$ cat config.mk
export PLATFORM = sky130hd
export DESIGN_NAME = add_sub_sub_sched
export DESIGN_NICKNAME = d
export VERILOG_FILES = /design/src/rtl/add_sub_sched_pkg.sv /design/src/rtl/add_sub_sched_slice.sv /design/src/rtl/add_sub_sub_sched.sv
export SDC_FILE = /design/constraint.sdc
export NUM_CORES = 1
export LEC_CHECK = 0
export BUFFER_PORTS_ARGS = -buffer_cell sky130_fd_sc_hd__buf_2
export CORE_ASPECT_RATIO = 1.75
export CORE_MARGIN = 5
export CORE_UTILIZATION = 55
export DETAILED_ROUTE_END_ITERATION = 8
export PLACE_DENSITY_LB_ADDON = 0.25
export RECOVER_POWER = 50
export SYNTH_ARGS = -nofsm -noshare
export SYNTH_HDL_FRONTEND = slang
export SYNTH_HIERARCHICAL = 1
export SYNTH_SLANG_ARGS = --single-unit
$ cat constraint.sdc
create_clock -name i_clk -period 4.6 [get_ports i_clk]
set_input_delay 0.23 -clock i_clk [delete_from_list [all_inputs] [get_ports i_clk]]
set_output_delay 0.23 -clock i_clk [all_outputs]
set_load 0.02 [all_outputs]
$ cat src/rtl/add_sub_sched_pkg.sv
// Shared types and constants for the byte-serial subtract scheduler.
package add_sub_sched_pkg;
  localparam int BYTE_W = 8;

  typedef enum logic [1:0] {IDLE, RUN, DONE} state_t;

  typedef logic req_id_t;
endpackage

$ cat src/rtl/add_sub_sched_slice.sv
// One byte of a borrow-chained subtractor: a - b - bin with borrow-out.
module add_sub_sched_slice
  import add_sub_sched_pkg::*;
(
  input  logic [BYTE_W-1:0] i_a,
  input  logic [BYTE_W-1:0] i_b,
  input  logic              i_bin,
  output logic [BYTE_W-1:0] o_diff,
  output logic              o_bout
);
  logic [BYTE_W:0] full;

  // Extra top bit catches the wrap-around, which is exactly the borrow-out.
  assign full   = {1'b0, i_a} - {1'b0, i_b} - {{BYTE_W{1'b0}}, i_bin};
  assign o_diff = full[BYTE_W-1:0];
  assign o_bout = full[BYTE_W];
endmodule

$ cat src/rtl/add_sub_sub_sched.sv
// Two-requester scheduler sharing one 8-bit subtract slice; each request runs
// LSB byte first with the borrow held in a register, result on valid/ready.
module add_sub_sub_sched
  import add_sub_sched_pkg::*;
#(
  parameter int DATA_W = 32
) (
  input  logic              i_clk,
  input  logic              i_rst,
  input  logic              i_req0_valid,
  output logic              o_req0_ready,
  input  logic [DATA_W-1:0] i_req0_a,
  input  logic [DATA_W-1:0] i_req0_b,
  input  logic              i_req0_bin,
  input  logic              i_req1_valid,
  output logic              o_req1_ready,
  input  logic [DATA_W-1:0] i_req1_a,
  input  logic [DATA_W-1:0] i_req1_b,
  input  logic              i_req1_bin,
  output logic              o_res_valid,
  input  logic              i_res_ready,
  output logic [DATA_W-1:0] o_res_diff,
  output logic              o_res_borrow,
  output logic              o_res_id,
  output logic              o_busy
);
  localparam int NUM_BYTES = DATA_W / BYTE_W;
  localparam int CNT_W     = (NUM_BYTES > 1) ? $clog2(NUM_BYTES) : 1;

  typedef logic [NUM_BYTES-1:0][BYTE_W-1:0] word_t;

  state_t           state_q, state_d;
  logic [CNT_W-1:0] cnt_q, cnt_d;
  logic             borrow_q, borrow_d;
  logic             res_valid_q, res_valid_d;
  word_t            a_q, a_d, b_q, b_d, res_q, res_d;
  req_id_t          id_q, id_d, ptr_q, ptr_d;

  req_id_t          gnt_id;
  logic             gnt_any;
  logic [BYTE_W-1:0] slice_diff;
  logic             slice_bout;

  add_sub_sched_slice u_slice (
    .i_a    (a_q[cnt_q]),
    .i_b    (b_q[cnt_q]),
    .i_bin  (borrow_q),
    .o_diff (slice_diff),
    .o_bout (slice_bout)
  );

  always_ff @(posedge i_clk) begin
    if (i_rst) begin
      state_q     <= IDLE;
      cnt_q       <= '0;
      borrow_q    <= 1'b0;
      res_valid_q <= 1'b0;
      a_q         <= '0;
      b_q         <= '0;
      res_q       <= '0;
      id_q        <= 1'b0;
      ptr_q       <= 1'b0;
    end else begin
      state_q     <= state_d;
      cnt_q       <= cnt_d;
      borrow_q    <= borrow_d;
      res_valid_q <= res_valid_d;
      a_q         <= a_d;
      b_q         <= b_d;
      res_q       <= res_d;
      id_q        <= id_d;
      ptr_q       <= ptr_d;
    end
  end

  // Round-robin grant: pointer only matters when both requesters contend.
  always_comb begin
    gnt_id = 1'b0;
    if (i_req0_valid && i_req1_valid) gnt_id = ptr_q;
    else if (i_req1_valid)            gnt_id = 1'b1;
    gnt_any      = (state_q == IDLE) && !i_rst && (i_req0_valid || i_req1_valid);
    o_req0_ready = gnt_any && !gnt_id;
    o_req1_ready = gnt_any && gnt_id;
  end

  always_comb begin
    state_d     = state_q;
    cnt_d       = cnt_q;
    borrow_d    = borrow_q;
    res_valid_d = res_valid_q;
    a_d         = a_q;
    b_d         = b_q;
    res_d       = res_q;
    id_d        = id_q;
    ptr_d       = ptr_q;
    case (state_q)
      IDLE: begin
        if (gnt_any) begin
          a_d      = gnt_id ? i_req1_a   : i_req0_a;
          b_d      = gnt_id ? i_req1_b   : i_req0_b;
          borrow_d = gnt_id ? i_req1_bin : i_req0_bin;
          id_d     = gnt_id;
          cnt_d    = '0;
          state_d  = RUN;
        end
      end
      RUN: begin
        res_d[cnt_q] = slice_diff;
        borrow_d     = slice_bout;
        cnt_d        = cnt_q + 1'b1;
        if (cnt_q == CNT_W'(NUM_BYTES - 1)) begin
          cnt_d       = '0;
          state_d     = DONE;
          res_valid_d = 1'b1;
        end
      end
      DONE: begin
        if (i_res_ready) begin
          state_d     = IDLE;
          res_valid_d = 1'b0;
          ptr_d       = ~id_q;
        end
      end
      default: state_d = IDLE;
    endcase
  end

  assign o_res_valid  = res_valid_q;
  assign o_res_diff   = res_q;
  assign o_res_borrow = borrow_q;
  assign o_res_id     = id_q;
  assign o_busy       = (state_q != IDLE);
endmodule
== After elaboration in Yosys (flattened, before gate mapping) ==
Cells that the tools add are included.
Operators by class
  $add $sub $neg: 3
  order comparisons: 2
  equality and inequality tests: 6
  multiplexer cells: 24
  bitwise operators: 1
  reductions and logical operators: 18
Operators by type and width (number)
  $mux W32: 2
  $bmux W8 S2: 2
  $bwmux W32: 1
  $mux W8: 3
  $demux W8 S2: 1
  $mux W2: 5
  $sub A8 B8 Y9: 1
  $sub A9 B1 Y9: 1
  $logic_and A1 B1 Y1: 6
  $mux W1: 6
  $ne A2 B2 Y1 const B: 3
  $pmux W2 S3: 1
  $reduce_and A2 Y1: 3
  $reduce_and A3 Y1: 2
  $reduce_bool A2 Y1: 3
  $eq A2 B2 Y1 const B: 2
  $pmux W1 S2: 2
  $pmux W2 S2: 1
  $lt A2 B3 Y1 const B: 1
  $add A2 B1 Y2 const B: 1
  $eq A2 B1 Y1 const B: 1
  $ge A2 B1 Y1 const B: 1
  $logic_not A1 Y1: 2
  $logic_not A2 Y1: 1
  2 further kinds: 2
Storage, ports and cells
  register bits after elaboration: 104
  bits of input ports: 135
  output and inout port bits: 38
  word-level logic and storage cells: 72

== Depth between registers and ports, before layout ==
  depth after elaboration: 5
  mapped depth: 14
  gate-level depth less buffers: 12

== By module ==
Netlist, hierarchy kept.
By module, submodules not included
  add_sub_sub_sched: times used 1, cells each 429, area each 4586.9 um^2, sequential area each 2082.0 um^2
  add_sub_sched_slice: times used 1, cells each 76, area each 554.3 um^2, sequential area each 0.0 um^2

== Worst setup path after synthesis ==
OpenSTA, ideal clock, no wires.
  path type: register -> register
  from: reg cnt_q[0]
  to: reg borrow_q (netlist: o_res_borrow)
  library setup time: 0.128 ns
  data arrival time: 3.073 ns
  required time: 4.472 ns
  slack: 1.399 ns
  stages on the path, launching flop included: 14
  path buffers: 2
  period minus slack after synthesis: 3.201 ns
  cell sequence: dfxtp_1 -> buf_2 -> buf_2 -> mux4_2 -> inv_1 -> fa_1 -> inv_1 -> fa_1 -> a21boi_1 -> o211ai_2 -> a211o_1 -> and3b_1 -> a41oi_1 -> o211ai_1
On the way
  longest elaborated chain between the ends: 5
  elaborated cells on any way between the ends: 7
  those cells by class: add/sub (2); mux (5)
RTL lines
  start: declaration: RTL line add_sub_sub_sched.sv:33  | logic [CNT_W-1:0] cnt_q, cnt_d;
  start signal: assignment: RTL line add_sub_sub_sched.sv:65  | cnt_q <= cnt_d;
  $bmux W8 S2, on equally long branches: RTL line add_sub_sub_sched.sv:45, add_sub_sub_sched.sv:46
  $mux W8, on equally long branches: RTL line add_sub_sub_sched.sv:45, add_sub_sub_sched.sv:46
  $sub A8 B8 Y9 (*): RTL line add_sub_sched_slice.sv:14  | assign full = {1'b0, i_a} - {1'b0, i_b} - {{BYTE_W{1'b0}}, i_bin};
  $sub A9 B1 Y9 (*): RTL line add_sub_sched_slice.sv:14
  net slice_bout: RTL line add_sub_sub_sched.sv:42  | logic slice_bout;
  $pmux W1 S2 (*): RTL line add_sub_sub_sched.sv:96  | case (state_q)
  end signal: assignment: RTL line add_sub_sub_sched.sv:66  | borrow_q <= borrow_d;
  end: declaration: RTL line add_sub_sub_sched.sv:34  | logic borrow_q, borrow_d;
The timed path passes the listed nets; every way through them passes the cells marked *. The select of a mux whose other input is x is not followed.
A chain may end at the register's enable or synchronous reset.

== Final worst setup path ==
  from: reg state_q[1]
  to: reg b_q[7] (netlist name)
On the way
  longest elaborated chain between the ends: 4
RTL lines
  start: declaration: RTL line add_sub_sub_sched.sv:32  | state_t state_q, state_d;
  start signal: assignment: RTL line add_sub_sub_sched.sv:64  | state_q <= state_d;
  $logic_not A2 Y1 (*): RTL line add_sub_sub_sched.sv:81, add_sub_sub_sched.sv:96
  $logic_and A1 B1 Y1 (2 in series): RTL line add_sub_sub_sched.sv:81  | gnt_any = (state_q == IDLE) && !i_rst && (i_req0_valid || i_req1_valid);
  $reduce_and A2 Y1 (no source line) (*)
  end signal: assignment: RTL line add_sub_sub_sched.sv:59  | b_q <= '0;
  end signal: assignment: RTL line add_sub_sub_sched.sv:69  | b_q <= b_d;
  end: declaration: RTL line add_sub_sub_sched.sv:36  | word_t a_q, a_d, b_q, b_d, res_q, res_d;
Mark *: on every way between the ends. The rest lies on a longest branch, timed or not.

==> run_results.csv <==
group,metric,value,unit
die,dieHeight,138,um
synthesis,seq_area_frac_synth,0.405,
status,violations,"capacitance limit, slew limit",
placement,place_inst,753,
die,rows,46,
global_routing,grt_use_total,0.250,
route,drt-wirelength-per-cell,18.8,um
global_routing,grt-ovfl-total,0,
sta,max_freq,261,MHz
cts,cts-root-buf,"clkbuf_16",
final_layout,instances_no_fill,769,
die,initial_core_util,0.565,
synthesis,ys_top_cells_by_count,"dfxtp_1, a221o_1, and3_1",
critical_path,critPathRequiredTime,4850,ps
pwr,p_per_area,385,mW/mm^2
synthesis,syn-cell-area,0.00514,mm^2
placement,dp_hpwl,10800,um
cts,path_clk_slew,70,ps
global_routing,antenna_found_initial,0,
die,die_w,83.1,um
worst_hold_path,hold_path.class,"in2reg",
route,first_pass_iters,5,
cts,cts_resized,0,
pwr,leakage,2.98,nW
route,drtIter0Drc,298,
placement,place.gp.congestion,0.856,
cts,clock_latency,350,ps
sta,worst_slew_pin_slew,2020,ps
synthesis,synth_ff_type,"dfxtp_1",
placement,placed_area,0.00592,mm^2
critical_path,crit_slowest_cell,"nor4b_2",
worst_hold_path,hold_depth,2,
final_layout,stdcell_area,0.00617,mm^2
synthesis,synth_cell_types,49,
synthesis,synth_edf_count,0,
pwr,finalPower,0.00237,W
synthesis,yosysMostFrequentCell,"dfxtp_1",
synthesis,yosys_warnings,6,
final_layout,final_layout_size_suffix_gt1_frac,0.282,
sta,relSlewSlack,-0.352,
final_layout,n_antenna_cell,0,
synthesis,syn_area_per_cell,10.2,um^2
status,outcome,"complete, but fails checks",
synthesis,synth_seq_cells,104,
critical_path,crit_path_cell_trace,"nor4b_2, clkbuf_1, nand3_1, a31oi_1",
route,viasPerCell,6.06,
cts,cts_setup_buffers,0,
critical_path,r2r_start,"state_q[1]",
route,vias,4662,
critical_path,reg2regPathDepth,4,
cts,cts.sinks,104,
route,drtAntennaViolNets,0,
synthesis,synth_top_cell_by_area,"dfxtp_1",
die,dieArea,0.0115,mm^2
sta,tns,0,ps
job,cap_viol_max_count,1,
synthesis,mappedNetlistNets,660,
final_layout,nNetsFinal,799,
pwr,max-vdd-ir-drop,0.000242,V
placement,io_buffers,172,
sta,fin_worst_skew,9.32,ps
final_layout,syn_to_final_growth,20.0,%
critical_path,arrival,4090,ps
synthesis,syn_inst,505,
sta,final.period_utilization,0.834,
die,coreArea,0.00909,mm^2
sta,grt_setup_unrepaired,"no",
route,drcViolationCount,0,
critical_path,r2r_slack,760,ps
critical_path,cp-end-kind,"flop",
critical_path,worstReg2RegEnd,"b_q[7]",
critical_path,cpPeakStageDelay,1670,ps
global_routing,grt_pass1_vias,4643,
global_routing,grt_first_pass_wirelength,22600,um
synthesis,synth_area_leaders,"dfxtp_1, a221o_1, mux4_2, mux2i_1, and3_1",
worst_hold_path,min_to,"b_q[3]",
global_routing,grt_max_degree,67,
sta,hold_viol_final,0,
sta,drv_slew,27,
cts,clock_path_buffers,2,
route,drt_wl_total,14500,um
cts,htreeDepth,3,
critical_path,start_kind,"flop",
synthesis,synth_top_cell_area_share,0.405,
sta,period_needed,3840,ps
worst_hold_path,min_from,"i_req0_b[3]",
synthesis,async_flop_share,0,
sta,setup_violations,0,
critical_path,crit_fanout,41,
die,ios,173,
sta,worst_hold_slack,100,ps
critical_path,worstSetupPathType,"reg2reg",
cts,cts_buffers,9,
cts,cts_hold_buf,0,
cts,cts_tree,"yes",
## area by class of cell
type	instances	area, um^2
multi-input cells	327	2700
clock buffers	11	253
flip-flops and latches	104	2080
clock inverters	5	55.1
well taps	120	150
inverters	27	101
repair buffers	175	835
fillers	776	2920
## cells in the final DEF, fill, tap and decap left out, types with 6 or more instances in the layout
| master | instances |
|---|---|
| o21ai_0 | 16 |
| clkbuf_1 | 37 |
| a31oi_1 | 13 |
| inv_1 | 27 |
| nand3_1 | 15 |
| ha_1 | 18 |
| a221o_1 | 52 |
| dfxtp_1 | 104 |
| and3_1 | 52 |
| nor2_1 | 42 |
| mux4_2 | 16 |
| clkbuf_16 | 9 |
| nand3b_1 | 6 |
| nand4_1 | 13 |
| a21oi_1 | 6 |
| mux2i_1 | 33 |
| buf_2 | 136 |
## state kept, by name, summed over array words and instances, names as in the netlist
name and count:
a_q 32, b_q 32, cnt_q 2, o_res_borrow 1, o_res_diff 32, o_res_id 1, o_res_valid 1, ptr_q 1
state_q 2
## critical path, delay by kind of cell (launching register included)
| kind | cells | cell delay, ps |
|---|---|---|
| buffers and inverters | 1 | 1030 |
| DFF | 1 | 450 |
| and+or+nand+nor | 2 | 1960 |
| AOI/OAI and AO/OA | 1 | 280 |
## stage by stage
stage           util  setup WS [ps]
6_report       0.679            762
2_1_floorplan      -           1400
3_5_place_dp   0.651            876
3_3_place_gp   0.651            969
4_1_cts        0.685            848
5_1_grt        0.679            385
## how the worst max path moves through the flow
stage | depth (start not counted) | slack, ps | endpoint | start
finish | 4 | 760 | b_q[7] | state_q[1]
detailed placement | 11 | 880 | o_res_borrow | cnt_q[0]
global route | 4 | 380 | b_q[7] | state_q[1]
CTS | 11 | 850 | o_res_borrow | cnt_q[0]
floorplan | 13 | 1400 | o_res_borrow | cnt_q[0]
global placement | 11 | 970 | o_res_borrow | cnt_q[0]
## routing by layer
metal / vias to the layer above / global-route usage / part of all wire
li1: 2175 / - / -
met1: 2189 / 0.263 / 0.35
met2: 248 / 0.460 / 0.54
met3: 50 / 0.0482 / 0.070
met4: 0 / 0.147 / 0.049
met5: - / 0 / 0
## report_power, final
part	leakage (nW)	total, W	internal, W	switching (W)
Sequential	0.851	0.00103	0.000970	0.0000591
Combinational	1.98	0.000562	0.000246	0.000317
Clock	0.148	0.000781	0.000449	0.000332
## cells by family after synthesis
family                   share of synthesized area
AO/OA/AOI/OAI                                0.165
XOR/XNOR                                   0.00852
adder cells (fa/ha/maj)                     0.0516
buffers and inverters                       0.0725
flip-flops                                   0.405
multiplexers                                 0.134
AND/OR/NAND/NOR                              0.164
Power figures use the tool's default switching activity.
